### config.mk
export PLATFORM = sky130hd
export DESIGN_NAME = tone_to_dac
export DESIGN_NICKNAME = d
export VERILOG_FILES = /design/src/rtl/audio_pkg.sv /design/src/rtl/square_gen.sv /design/src/rtl/tone_to_dac.sv
export SDC_FILE = /design/constraint.sdc
export NUM_CORES = 2
export LEC_CHECK = 0
export CAP_MARGIN = 20
export CORE_MARGIN = 2
export CORE_UTILIZATION = 34
export DETAILED_ROUTE_END_ITERATION = 16
export GPL_ROUTABILITY_DRIVEN = 0
export PLACE_DENSITY_LB_ADDON = 0.2
export SETUP_SLACK_MARGIN = 0.05
export SLEW_MARGIN = 25
export SYNTH_ARGS = -nofsm -noshare
export SYNTH_HDL_FRONTEND = slang
export SYNTH_SLANG_ARGS = --single-unit
### constraint.sdc
create_clock -name clk -period 181.5 [get_ports clk]
set_clock_uncertainty 0.05 [all_clocks]
set_input_delay 27.225 -clock clk [delete_from_list [all_inputs] [get_ports clk]]
set_output_delay 27.225 -clock clk [all_outputs]
set_load 0.01 [all_outputs]
### src/rtl/audio_pkg.sv
`default_nettype none
// +--------------------------------------------------------------------------+
// | audio_pkg : note frequencies, clock/silence defaults, volume amplitudes  |
// | Revision  : 1.0                                                          |
// +--------------------------------------------------------------------------+
package audio_pkg;

  localparam int unsigned CLK_HZ   = 100_000_000;
  localparam int unsigned SIL      = 100_000_000;
  localparam int unsigned MAX_TONE = 20_000;

  // Note frequencies in Hz, low octave through high octave plus the D above.
  localparam int unsigned lc   = 131;
  localparam int unsigned ld   = 147;
  localparam int unsigned le   = 165;
  localparam int unsigned lf   = 174;
  localparam int unsigned lg   = 196;
  localparam int unsigned la   = 220;
  localparam int unsigned lb   = 247;
  localparam int unsigned c    = 262;
  localparam int unsigned d    = 294;
  localparam int unsigned e    = 330;
  localparam int unsigned f    = 349;
  localparam int unsigned g    = 392;
  localparam int unsigned a    = 440;
  localparam int unsigned b    = 494;
  localparam int unsigned hc   = 524;
  localparam int unsigned hd   = 588;
  localparam int unsigned he   = 660;
  localparam int unsigned hf   = 698;
  localparam int unsigned hg   = 784;
  localparam int unsigned ha   = 880;
  localparam int unsigned hb   = 988;
  localparam int unsigned up_d = 1176;

  localparam logic [7:0][15:0] VOL_AMP = {
    16'h4000, 16'h4000, 16'h4000, 16'h2000,
    16'h1000, 16'h0800, 16'h0400, 16'h0000
  };

  function automatic logic [15:0] sample_of(input logic sq, input logic silent,
                                            input logic mute_v, input logic [15:0] amp);
    logic [15:0] s;
    if (mute_v || silent || (amp == 16'h0000)) s = 16'h0000;
    else if (sq) s = amp;
    else s = 16'h0000 - amp;
    return s;
  endfunction

endpackage
`default_nettype wire

### src/rtl/square_gen.sv
`default_nettype none
// +--------------------------------------------------------------------------+
// | square_gen : per-channel square wave at the requested tone frequency     |
// | Revision   : 1.0                                                         |
// +--------------------------------------------------------------------------+
module square_gen #(
  parameter int unsigned CLK_HZ = audio_pkg::CLK_HZ,
  parameter int unsigned SIL    = audio_pkg::SIL
) (
  input  logic        clk,
  input  logic        rst,
  input  logic [31:0] tone_i,
  output logic        sq_o,
  output logic        silent_o
);
  import audio_pkg::*;

  localparam logic [32:0] CLK_W = 33'(CLK_HZ);

  logic [31:0] tone_q;
  logic [26:0] cnt_q, cnt_d;
  logic        sq_q, sq_d;
  logic [32:0] div_w, limit_w;
  logic        wrap_w;

  assign silent_o = (tone_q == 32'd0) || (tone_q == 32'(SIL)) || (tone_q > 32'(MAX_TONE));
  // A zero divisor only occurs for a silent channel; keep the divider defined.
  assign div_w    = (tone_q == 32'd0) ? 33'd1 : {tone_q, 1'b0};
  assign limit_w  = CLK_W / div_w;
  assign wrap_w   = ({6'd0, cnt_q} == (limit_w - 33'd1));
  assign sq_o     = sq_q;

  always_comb begin
    cnt_d = cnt_q + 27'd1;
    sq_d  = sq_q;
    if (silent_o) begin
      cnt_d = 27'd0;
      sq_d  = 1'b0;
    end else if (wrap_w) begin
      cnt_d = 27'd0;
      sq_d  = ~sq_q;
    end
  end

  always_ff @(posedge clk or negedge rst) begin
    if (!rst) begin
      tone_q <= 32'd0;
      cnt_q  <= 27'd0;
      sq_q   <= 1'b0;
    end else if (tone_i != tone_q) begin
      tone_q <= tone_i;
      cnt_q  <= 27'd0;
      sq_q   <= 1'b0;
    end else begin
      cnt_q  <= cnt_d;
      sq_q   <= sq_d;
    end
  end

endmodule
`default_nettype wire

### src/rtl/tone_to_dac.sv
`default_nettype none
// +--------------------------------------------------------------------------+
// | tone_to_dac : stereo square-wave tones serialised to a left-justified DAC |
// | Revision    : 1.0                                                        |
// +--------------------------------------------------------------------------+
module tone_to_dac #(
  parameter int unsigned CLK_HZ = audio_pkg::CLK_HZ,
  parameter int unsigned SIL    = audio_pkg::SIL
) (
  input  logic        clk,
  input  logic        rst,
  input  logic [31:0] toneL,
  input  logic [31:0] toneR,
  input  logic [2:0]  volume,
  input  logic        mute,
  output logic        audio_mclk,
  output logic        audio_lrck,
  output logic        audio_sck,
  output logic        audio_sdin
);
  import audio_pkg::*;

  logic [8:0]  cnt_q, cnt_d;
  logic        mclk_q, sck_q, lrck_q;
  logic [31:0] shift_q, shift_d;
  logic        sq_l, sil_l, sq_r, sil_r;
  logic [15:0] amp_w, samp_l, samp_r;

  square_gen #(.CLK_HZ(CLK_HZ), .SIL(SIL)) u_sq_l (
    .clk      (clk),
    .rst      (rst),
    .tone_i   (toneL),
    .sq_o     (sq_l),
    .silent_o (sil_l)
  );

  square_gen #(.CLK_HZ(CLK_HZ), .SIL(SIL)) u_sq_r (
    .clk      (clk),
    .rst      (rst),
    .tone_i   (toneR),
    .sq_o     (sq_r),
    .silent_o (sil_r)
  );

  assign amp_w  = VOL_AMP[volume];
  assign samp_l = sample_of(sq_l, sil_l, mute, amp_w);
  assign samp_r = sample_of(sq_r, sil_r, mute, amp_w);

  // Both channels are captured on the last count of a frame so the next
  // frame starts with the left MSB while lrck is low.
  always_comb begin
    cnt_d   = cnt_q + 9'd1;
    shift_d = shift_q;
    if (cnt_q == 9'd511) shift_d = {samp_l, samp_r};
    else if (cnt_q[3:0] == 4'hF) shift_d = {shift_q[30:0], 1'b0};
  end

  always_ff @(posedge clk or negedge rst) begin
    if (!rst) begin
      cnt_q   <= 9'd0;
      mclk_q  <= 1'b0;
      sck_q   <= 1'b0;
      lrck_q  <= 1'b0;
      shift_q <= 32'd0;
    end else begin
      cnt_q   <= cnt_d;
      mclk_q  <= cnt_d[1];
      sck_q   <= cnt_d[3];
      lrck_q  <= cnt_d[8];
      shift_q <= shift_d;
    end
  end

  assign audio_mclk = mclk_q;
  assign audio_sck  = sck_q;
  assign audio_lrck = lrck_q;
  assign audio_sdin = shift_q[31];

endmodule
`default_nettype wire

==> qor.yml <==
drt:
  drtIter0Drc: 9416
  via_per_inst: 6.442
  wl_um: 352600
  vias: 88640
  drc: 0
  drt_first_pass_iters: 7
  routedWlPerCell_um: 25.63
  drt.antenna.violating_nets: 0
sta:
  rsz0062_at_grt: "false"
  max_clock_freq_mhz: 10.86
  slew_headroom_pct: 22.28
  period_share_pct: 50.73
  slew_viol_final: 0
  finalSetupTns_ns: 0
  finalSetupViolations: 0
  finalHoldViolations: 0
  worst_pin_slew_ns: 1.155
  post-route-min-period_ns: 92.07
  setup_slack_ns: 89.43
cts:
  cts_tree: "done"
  hold_buffers: 0
  post_cts_buffers: 0
  cts_buffers: 17
  clockBufferDepth: 2
  htreeDepth: 4
  root_buffer: "clkbuf_16"
  cts_resized: 0
  cts_sinks: 151
  clkTransAtPathRegs_ns: 0.07
  clock_latency_ns: 0.54
global_routing:
  grt_pass1_vias: 82890
  grt_pass1_wl_um: 520700
  grt_overflow: 0
  grt_use_total_pct: 29.89
  antenna_found_initial: 5
  grt_start_max_net_pins: 62
cells_and_area:
  final_area_sq_um: 79950
  area_growth_pct: 6.504
  fillers: 23680
  seq_area_sq_um: 3781
  multi_input_area_sq_um: 68290
  final_nets: 11960
  drive_gt1_share_pct: 6.191
run:
  drv_cap: 0
worst_hold_path:
  holdPathStages: 1
  min_to: "cnt_q[0]"
  hold_path.startpoint: "cnt_q[0]"
  hold_path.class: "reg2reg"
worst_setup_path:
  cp-start-kind: "flop"
  r2r_slack_ns: 89.43
  r2r_cells: 283
  crit_fanout: 42
  worstSetupEndpointType: "flop"
  arrival_ns: 92.40
  r2r-end: "u_sq_r.cnt_q[5]"
  crit_required_ns: 181.83
  critPathMaxStageDelay_ns: 1.14
  cpMostUsedCell: "ha_1"
  cpMaxStageDelayCell: "a21boi_0"
  critPathKind: "reg2reg"
  rr_startpoint: "u_sq_r.tone_q[31]"
placement:
  dp_hpwl_um: 279800
  post-place-ws_ns: 90.57
  placement.cell_area_sq_um: 79320
  port-buffer-count: 73
power_and_ir_drop:
  p_leak_uw: 0.03491
  ir_worst_vdd_mv: 0.006466
  p_per_area_nw_per_um2: 2.240
yosys:
  synth_ff_type: "dfrtp_1"
  ys_ff_latch: 151
  synth_edf_count: 0
  syn-instance-count: 11060
  syn_area_per_cell_sq_um: 6.789
  synth_cell_types: 104
  ys_warn_count: 0
  ys_seq_area_share_pct: 5.034
  syn_area_sq_um: 75070
  synth-async-reset-ratio_pct: 100.0
floorplan:
  core_sq_um: 219500
  start_util_pct: 34.20
  die_x_um: 473.9
  fp-row-count: 172
  dieArea_sq_um: 224600
  die_h_um: 473.9
  pin_count: 74
outcome:
  status: "finished clean"
## per-layer routing
layer,vias up,wire length [um],global-route usage [%]
li1,41130,-,-
met1,41940,142700,37.38
met2,4453,155300,48.00
met3,1113,28480,4.351
met4,6,26140,18.89
met5,-,39,0
## Yosys cell counts, types with 66 or more instances
| cell type | count | area, sq um |
|---|---|---|
| nor2_1 | 1115 | 4185 |
| nand2_1 | 1086 | 4076 |
| ha_1 | 1012 | 12660 |
| a21oi_1 | 973 | 4870 |
| o21ai_0 | 696 | 3483 |
| xnor2_1 | 512 | 4484 |
| a21o_1 | 440 | 3303 |
| clkbuf_1 | 403 | 1513 |
| inv_1 | 400 | 1501 |
| xor2_1 | 359 | 3144 |
| nand3_1 | 350 | 1752 |
| nor3_1 | 324 | 1622 |
| o21a_1 | 234 | 1757 |
| a31oi_1 | 193 | 1207 |
| mux2_2 | 171 | 1926 |
| nand4_1 | 165 | 1032 |
| and3_1 | 152 | 950.9 |
| dfrtp_1 | 151 | 3779 |
| a211oi_1 | 143 | 1074 |
| or3_1 | 137 | 857.1 |
| o31ai_1 | 120 | 900.9 |
| nor2b_1 | 116 | 725.7 |
| o211ai_1 | 115 | 863.3 |
| o21bai_1 | 112 | 840.8 |
| nand2b_1 | 110 | 688.2 |
| and2_1 | 101 | 631.9 |
| nor4_1 | 97 | 606.8 |
| or2_2 | 97 | 606.8 |
| mux2i_1 | 89 | 890.9 |
| o22ai_1 | 66 | 412.9 |
## flip-flops by register name (all words and copies together) (netlist names)
name / flops
u_sq_l.sq_o: 1
shift_q: 22
u_sq_r.cnt_q: 27
cnt_q: 9
u_sq_l.cnt_q: 27
u_sq_r.sq_o: 1
u_sq_r.tone_q: 32
u_sq_l.tone_q: 32
## kinds of logic after synthesis
| kind of cell | after synthesis | synth area share (%) |
|---|---|---|
| other cells | 1 | 0.004995 |
| buf+inv | 870 | 4.420 |
| simple gates | 4025 | 25.64 |
| compound gates | 3867 | 34.12 |
| xor+xnor | 871 | 10.16 |
| mux | 260 | 3.752 |
| flops | 151 | 5.033 |
| fa+ha+maj | 1012 | 16.87 |
## through the flow
stage	cells	hold WS [ns]	total power, uW	utilization [%]
floorplan	11060	0.3690	107.4	-
global placement	13720	0.3891	137.0	36.11
detailed placement	13720	0.4046	137.8	36.14
CTS	13760	0.4174	176.9	36.41
global route	13760	0.4308	189.3	36.42
finish	13760	0.4091	179.1	36.42
## cell usage in the layout, fill, tap and decap left out, types with 115 or more instances in the layout
cell type / instances
a31oi_1: 193
nor2b_1: 116
nand2_1: 1084
nor3_1: 319
xor2_1: 359
or3_1: 136
nor2_1: 1110
and3_1: 151
inv_1: 388
xnor2_1: 512
a21o_1: 440
a21oi_1: 963
mux2_2: 171
nand3_1: 350
dfrtp_1: 149
o21a_1: 233
o21ai_0: 688
nand4_1: 165
buf_4: 191
ha_1: 1012
o31ai_1: 117
a211oi_1: 141
o211ai_1: 115
## layout make-up
class                   count  area share, %
repair buffers            266          2.725
inverters                 400          1.878
clock inverters            15         0.2269
multi-input cells       10040          85.41
well taps                2871          4.493
clock buffers              17         0.5321
flip-flops and latches    151          4.729
diodes                      2       0.006260
## power breakdown
part           internal, uW  leakage [uW]  switching [uW]
logic                  38.0        0.0327            66.8
registers              34.3       0.00192            1.65
clock network          18.5      0.000293            19.8
## how the worst max path moves through the flow
stage                       from               end  slack (ns)  depth (start not counted)
6_report       u_sq_r.tone_q[31]   u_sq_r.cnt_q[5]       89.43                        283
5_1_grt        u_sq_r.tone_q[31]   u_sq_r.cnt_q[5]       84.54                        283
4_1_cts        u_sq_r.tone_q[31]   u_sq_r.cnt_q[4]       90.30                        276
3_5_place_dp   u_sq_r.tone_q[31]   u_sq_r.cnt_q[4]       90.57                        276
3_3_place_gp   u_sq_r.tone_q[31]  u_sq_r.cnt_q[16]       89.23                        276
2_1_floorplan   u_sq_r.tone_q[1]   u_sq_r.cnt_q[0]      106.81                        322
## worst max-delay path: cells and delay by family, from the launching register on
| kind | cells | cell delay [ns] |
|---|---|---|
| compound gates | 149 | 49.08 |
| fa+ha+maj | 30 | 10.69 |
| buf+inv | 21 | 5.82 |
| flops | 1 | 0.50 |
| mux | 7 | 3.00 |
| simple gates | 76 | 22.45 |
(Power assumes the default switching activity.)
